<file path="src/rtl/sreg_pkg.sv">
`default_nettype none
// +----------------------------------------------------------------------+
// | Module  : sreg_pkg                                                   |
// | Brief   : Shared types and constants for the scalar register file    |
// |           writeback path (writer side, FIFO, scoreboard).            |
// | Revision: 1.0 - initial release                                      |
// +----------------------------------------------------------------------+
package sreg_pkg;

  localparam int REG_COUNT          = 32;
  localparam int DEFAULT_DATA_WIDTH = 32;

  typedef logic [4:0] reg_addr_t;

  // Writeback entry at the default data width; the top re-derives the
  // same layout for its own DATA_WIDTH and passes it to the FIFO as a type.
  typedef struct packed {
    reg_addr_t                     rd;
    logic [DEFAULT_DATA_WIDTH-1:0] data;
  } wb_entry_t;

  // One-hot mask selecting a single architectural register.
  function automatic logic [REG_COUNT-1:0] reg_onehot(input reg_addr_t addr);
    logic [REG_COUNT-1:0] mask;
    mask       = '0;
    mask[addr] = 1'b1;
    return mask;
  endfunction

endpackage : sreg_pkg
`default_nettype wire

</file>
<file path="src/rtl/sreg_wb_fifo.sv">
`default_nettype none
// +----------------------------------------------------------------------+
// | Module  : sreg_wb_fifo                                               |
// | Brief   : Small synchronous FIFO buffering long-latency writeback    |
// |           entries. Push is ignored when full, pop when empty.        |
// | Revision: 1.0 - initial release                                      |
// +----------------------------------------------------------------------+
module sreg_wb_fifo
  import sreg_pkg::*;
#(
  parameter int  DEPTH   = 4,
  parameter type ENTRY_T = wb_entry_t
) (
  input  logic   clk,
  input  logic   rst_n,
  input  logic   push,
  input  ENTRY_T wdata,
  input  logic   pop,
  output ENTRY_T rdata,
  output logic   full,
  output logic   empty
);

  localparam int PTR_W = $clog2(DEPTH);
  localparam int CNT_W = PTR_W + 1;

  ENTRY_T             r_mem [DEPTH];
  logic [PTR_W-1:0]   r_wr_ptr;
  logic [PTR_W-1:0]   r_rd_ptr;
  logic [CNT_W-1:0]   r_count;
  logic               w_do_push;
  logic               w_do_pop;

  // A full FIFO refuses pushes even if a pop happens in the same cycle.
  assign w_do_push = push && !full;
  assign w_do_pop  = pop  && !empty;

  assign full  = (r_count == CNT_W'(DEPTH));
  assign empty = (r_count == '0);
  assign rdata = r_mem[r_rd_ptr];

  // Storage array: no reset needed, validity is tracked by r_count.
  always_ff @(posedge clk) begin
    if (w_do_push) begin
      r_mem[r_wr_ptr] <= wdata;
    end
  end

  // Pointers wrap naturally since DEPTH is a power of two.
  always_ff @(posedge clk or negedge rst_n) begin
    if (!rst_n) begin
      r_wr_ptr <= '0;
      r_rd_ptr <= '0;
      r_count  <= '0;
    end else begin
      if (w_do_push) begin
        r_wr_ptr <= r_wr_ptr + PTR_W'(1);
      end
      if (w_do_pop) begin
        r_rd_ptr <= r_rd_ptr + PTR_W'(1);
      end
      case ({w_do_push, w_do_pop})
        2'b10:   r_count <= r_count + CNT_W'(1);
        2'b01:   r_count <= r_count - CNT_W'(1);
        default: r_count <= r_count;
      endcase
    end
  end

endmodule : sreg_wb_fifo
`default_nettype wire

</file>
<file path="src/rtl/sreg_writeback.sv">
`default_nettype none
// +----------------------------------------------------------------------+
// | Module  : sreg_writeback                                             |
// | Brief   : Merges ALU and long-latency results onto the single        |
// |           register-file write port, tracks pending destinations.     |
// | Revision: 1.0 - initial release                                      |
// +----------------------------------------------------------------------+
module sreg_writeback
  import sreg_pkg::*;
#(
  parameter int DATA_WIDTH = 32,
  parameter int LL_DEPTH   = 4
) (
  input  logic                  clk,
  input  logic                  rst_n,
  input  logic                  alu_valid_i,
  input  logic [4:0]            alu_rd_i,
  input  logic [DATA_WIDTH-1:0] alu_data_i,
  input  logic                  ll_valid_i,
  output logic                  ll_ready_o,
  input  logic [4:0]            ll_rd_i,
  input  logic [DATA_WIDTH-1:0] ll_data_i,
  input  logic                  issue_valid_i,
  input  logic [4:0]            issue_rd_i,
  input  logic [4:0]            rs1_addr_i,
  input  logic [4:0]            rs2_addr_i,
  output logic                  hazard_o,
  output logic [REG_COUNT-1:0]  pending_o,
  output logic                  regw_en_o,
  output logic [4:0]            rd_addr_o,
  output logic [DATA_WIDTH-1:0] rd_data_o,
  output logic [31:0]           commit_cnt_o
);

  typedef struct packed {
    reg_addr_t             rd;
    logic [DATA_WIDTH-1:0] data;
  } entry_t;

  entry_t                w_ll_wdata;
  entry_t                w_ll_head;
  logic                  w_fifo_full;
  logic                  w_fifo_empty;
  logic                  w_ll_push;
  logic                  w_alu_sel;
  logic                  w_ll_pop;
  logic                  w_wr_sel;
  logic [4:0]            w_sel_rd;
  logic [DATA_WIDTH-1:0] w_sel_data;
  logic [REG_COUNT-1:0]  w_pending_nxt;

  logic                  r_regw_en;
  logic [4:0]            r_rd_addr;
  logic [DATA_WIDTH-1:0] r_rd_data;
  logic [REG_COUNT-1:0]  r_pending;
  logic [31:0]           r_commit_cnt;

  // x0 results from the LL side complete the handshake but never occupy a slot.
  assign ll_ready_o = !w_fifo_full;
  assign w_ll_push  = ll_valid_i && ll_ready_o && (ll_rd_i != '0);
  assign w_ll_wdata = '{rd: ll_rd_i, data: ll_data_i};

  sreg_wb_fifo #(
    .DEPTH   (LL_DEPTH),
    .ENTRY_T (entry_t)
  ) u_ll_fifo (
    .clk   (clk),
    .rst_n (rst_n),
    .push  (w_ll_push),
    .wdata (w_ll_wdata),
    .pop   (w_ll_pop),
    .rdata (w_ll_head),
    .full  (w_fifo_full),
    .empty (w_fifo_empty)
  );

  // Port arbitration: a nonzero-rd ALU result always wins; otherwise drain the FIFO.
  always_comb begin
    w_alu_sel  = alu_valid_i && (alu_rd_i != '0);
    w_ll_pop   = !w_alu_sel && !w_fifo_empty;
    w_wr_sel   = w_alu_sel || w_ll_pop;
    w_sel_rd   = w_alu_sel ? alu_rd_i   : w_ll_head.rd;
    w_sel_data = w_alu_sel ? alu_data_i : w_ll_head.data;
  end

  // Scoreboard next state: LL commit clears, issue sets afterwards so set wins.
  always_comb begin
    w_pending_nxt = r_pending;
    if (w_ll_pop) begin
      w_pending_nxt = w_pending_nxt & ~reg_onehot(w_ll_head.rd);
    end
    if (issue_valid_i && (issue_rd_i != '0)) begin
      w_pending_nxt = w_pending_nxt | reg_onehot(issue_rd_i);
    end
    w_pending_nxt[0] = 1'b0;
  end

  // Registered write port; address/data hold their last value when idle.
  always_ff @(posedge clk or negedge rst_n) begin
    if (!rst_n) begin
      r_regw_en <= 1'b0;
      r_rd_addr <= '0;
      r_rd_data <= '0;
    end else begin
      r_regw_en <= w_wr_sel;
      if (w_wr_sel) begin
        r_rd_addr <= w_sel_rd;
        r_rd_data <= w_sel_data;
      end
    end
  end

  // Pending-write scoreboard register.
  always_ff @(posedge clk or negedge rst_n) begin
    if (!rst_n) begin
      r_pending <= '0;
    end else begin
      r_pending <= w_pending_nxt;
    end
  end

  // Commit counter advances together with each write-enable pulse it counts.
  always_ff @(posedge clk or negedge rst_n) begin
    if (!rst_n) begin
      r_commit_cnt <= '0;
    end else if (w_wr_sel) begin
      r_commit_cnt <= r_commit_cnt + 32'd1;
    end
  end

  assign hazard_o     = ((rs1_addr_i != '0) && r_pending[rs1_addr_i]) ||
                        ((rs2_addr_i != '0) && r_pending[rs2_addr_i]);
  assign pending_o    = r_pending;
  assign regw_en_o    = r_regw_en;
  assign rd_addr_o    = r_rd_addr;
  assign rd_data_o    = r_rd_data;
  assign commit_cnt_o = r_commit_cnt;

endmodule : sreg_writeback
`default_nettype wire

</file>
<file path="config.mk">
export PLATFORM = sky130hd
export DESIGN_NAME = sreg_writeback
export DESIGN_NICKNAME = d
export VERILOG_FILES = /design/src/rtl/sreg_pkg.sv /design/src/rtl/sreg_wb_fifo.sv /design/src/rtl/sreg_writeback.sv
export SDC_FILE = /design/constraint.sdc
export NUM_CORES = 1
export LEC_CHECK = 0
export CAP_MARGIN = 10
export CORE_MARGIN = 2
export CORE_UTILIZATION = 30
export CTS_CLUSTER_SIZE = 16
export DETAILED_ROUTE_END_ITERATION = 10
export PLACE_DENSITY_LB_ADDON = 0.08
export SETUP_SLACK_MARGIN = 0.5
export SLEW_MARGIN = 20
export SYNTH_ARGS = -nofsm -noshare
export SYNTH_HDL_FRONTEND = slang
export SYNTH_SLANG_ARGS = --single-unit
</file>
<file path="constraint.sdc">
create_clock -name clk -period 2.7 [get_ports clk]
set_clock_uncertainty 0.05 [all_clocks]
set_input_delay 0.405 -clock clk [delete_from_list [all_inputs] [get_ports clk]]
set_output_delay 0.405 -clock clk [all_outputs]
set_load 0.01 [all_outputs]
</file>
==> reports/qor.yml, run 1 <==
outcome: "finished, final reports clean"
powerDensity_nw_per_um2: 1010
p_total_mw: 15.0
dp_slack_ps: -439
grt_max_degree: 46
first_pass_iters: 4
slew_viol_final: 0
numPortBuffers: 196
reg2reg_depth: 5
timing.slew.headroom_pct: 48.6
h-tree-depth: 1
synth_seq_cells: 256
coreArea_um2: 35600
first_iter_violations: 318
holdWs_ps: 154
r2r_start: "u_ll_fifo.r_rd_ptr[0]$_DFFE_PN0P_"
async_flop_share_pct: 42.2
ys_seq_area_share_pct: 65.9
grt_pass1_wl_mm: 46.1
critical_path_required_ps: 2250
cts_num_sinks: 256
power_frac_comb_pct: 35.7
clockPowerShare_pct: 24.9
syn_inst: 785
p_sw_share_pct: 32.3
fin_nets: 1156
synth_warnings: 0
cts_tree: "built"
vias: 7381
wl_per_cell_um: 19.1
clk_latency_ps: 550
via_per_inst: 4.79
peakVddDrop_mv: 0.545
num_rows: 69
min_path_cells: 4
avgSynthCellArea_um2: 13.8
post-dp-hpwl_mm: 20.4
whs_endpoint: "rd_addr_o[2]$_DFFE_PN0P_"
timing.fmax_ghz: 0.375
min_period_ps: 2670
crit_type: "reg -> out"
start_util_pct: 30.5
drv_cap: 0
grt_antenna_before_repair: 3
min_from: "alu_rd_i[2]"
ys.flop_type: "edfxtp_1"
ioPinCount: 198
nFillCells: 3374
grt_usage_pct: 15.5
place_congestion: 0.834
cts.clk_slew.worst_paths_ps: 60
wl_mm: 29.5
cts_root_buf: "clkbuf_16"
dieHeight_um: 194
die_x_um: 194
drc: 0
tightestPinTransition_ps: 768
leakage_nw: 5.68
syn_area_um2: 10800
hold_class: "in -> reg"
synth_cell_type_count: 48
timing.reg2reg.setup_slack_ps: 550
rsz0062_at_grt: "true"
fin_cells: 1541
power.net_switching_mw: 4.86
gr-total-overflow: 0
drive_gt1_share_pct: 18.9
crit_fanout: 4
finalWorstSetupSlack_ps: 33.7
numCtsBuffers: 29
crit_path_end_kind: "primary output"
synth_nets: 886
cp.arrival_ps: 2210
clockBufferDepth: 3
fin_util_pct: 42.1
power_frac_seq_pct: 39.3
drtAntennaViolNets: 0
syn_to_final_growth_pct: 38.0
intPower_mw: 10.2
die_area_um2: 37700
grt_pass1_vias: 7735
hold_viol: 0
fin_crit_sh_pct: 98.8
setup_viol: 0
crit_path_start_kind: "flip-flop"
r2r-end: "pending_o[11]$_DFF_PN0_"
synth_edf_count: 148
place_inst: 1470
## synthesized netlist by cell type (all sizes together) (8+ instances only)
| library cell | instances | area share (%) |
|---|---|---|
| nor3 | 10 | 0.46 |
| o21ai | 39 | 1.8 |
| nand3 | 11 | 0.51 |
| edfxtp | 148 | 41 |
| and3 | 9 | 0.52 |
| xnor2 | 24 | 1.9 |
| clkbuf | 22 | 0.76 |
| dfrtp | 108 | 25 |
| nand4 | 10 | 0.58 |
| xor2 | 13 | 1.0 |
| buf | 13 | 0.59 |
| nand2 | 144 | 5.0 |
| inv | 15 | 0.52 |
| nor2 | 47 | 1.6 |
| a31oi | 32 | 1.8 |
| mux2i | 8 | 0.74 |
| mux4 | 46 | 9.6 |
## cell type report
type | count | area [um^2] | share of cell area, %
diodes | 3 | 7.51 | 0.0502
clock buffers | 40 | 807 | 5.39
clock inverters | 13 | 98.8 | 0.661
inverters | 15 | 56.3 | 0.376
multi-input cells | 479 | 3600 | 24.1
flip-flops and latches | 256 | 7150 | 47.8
well taps | 461 | 577 | 3.86
repair buffers | 274 | 2660 | 17.8
## power by group through the flow
stage	Clock, mW	Sequential, mW	Combinational [mW]
2_1_floorplan	0	5.97	2.52
3_3_place_gp	0	5.99	5.25
4_1_cts	3.89	5.92	5.32
5_1_grt	4.02	6.04	5.89
6_report	3.75	5.92	5.37
3_5_place_dp	0	5.98	5.26
## registers in the layout, indices dropped and copies added, names as in the netlist
name	flops
regw_en_o	1
pending_o	31
rd_data_o	32
u_ll_fifo.r_rd_ptr	2
u_ll_fifo.r_count	3
u_ll_fifo.r_wr_ptr	2
rd_addr_o	5
u_ll_fifo.r_mem	148
commit_cnt_o	32
## timing repair
item	4_1_cts	5_1_grt
setup endpoints to repair	9	25
buffers inserted	3	11
hold buffers	1	0
pin swaps	7	12
hold endpoints to repair	37	0
resized for setup	18	23
## layer usage
metal	GRT usage, %	part of all wire (%)	up-vias
met5	0	0	-
li1	-	-	3456
met4	3.96	2.2	0
met1	21.4	45	3689
met2	24.8	47	193
met3	3.41	5.5	43
## placed cells by master, fill, tap and decap left out, types with 4 or more instances in the layout
cell type / instances
inv_1: 13
dfrtp_1: 105
nand2b_1: 6
nor4_1: 7
a21oi_1: 4
a31oi_1: 32
nand4_1: 10
edfxtp_1: 148
mux4_2: 46
xor2_1: 13
nand2_1: 144
nor3_1: 8
dlymetal6s2s_1: 6
xnor2_1: 24
and2_2: 4
mux2_2: 6
clkinv_2: 6
clkbuf_8: 4
ha_1: 5
clkdlybuf4s50_1: 185
clkinv_1: 5
buf_12: 7
and3_1: 9
o21ai_0: 20
clkbuf_16: 29
o21ai_1: 17
clkbuf_1: 7
nor2_1: 45
nand3_1: 10
nand3b_1: 4
nor3b_1: 4
mux2i_1: 8
buf_4: 67
nor2b_1: 7
## logic make-up (layout without fill, tap and decap cells)
group                      Yosys count  count (layout)  synth area share (%)
and+or+nand+nor                    280             280                  12.0
muxes                               60              60                  10.9
adders and majority gates            7               7                 0.877
buffers and inverters               50             342                  1.87
other                                1               4                0.0346
AOI/OAI and AO/OA                   94              94                  5.37
xor gates and xnor gates            37              37                  2.99
DFF                                256             256                  65.9
## worst max-delay path by stage
stage,startpoint,endpoint,slack (ps),cells after the start
after global routing,pending_o[27]$_DFF_PN0_,hazard_o,-80,6
final,pending_o[26]$_DFF_PN0_,hazard_o,30,6
after floorplan,alu_rd_i[1],u_ll_fifo.r_count[2]$_DFFE_PN0P_,320,9
after detailed placement,rs2_addr_i[0],hazard_o,-440,8
after CTS,pending_o[8]$_DFF_PN0_,hazard_o,20,5
after global placement,rs2_addr_i[0],hazard_o,-480,8
## per-stage QoR
stage	TNS (ps)	instance area (um^2)
CTS	0	14800
detailed placement	-1150	13800
floorplan	0	10900
global route	-77.3	15000
global placement	-1450	13800
finish	0	15000
## worst max-delay path: stages (launching register included)
cell and delay (ps):
dfrtp_1 440, mux4_2 490, nor2_2 130, nor3_2 50
nor4_1 270, nand3_1 120, buf_2 150
Note: power is estimated with default switching activity, not from simulation.
==> inputs of run 2 (changes only) <==
Settings changed: SLEW_MARGIN 20 to not set.
==> results of run 2 <==
Final layout, timing and power as in run 1 (identical DEF).
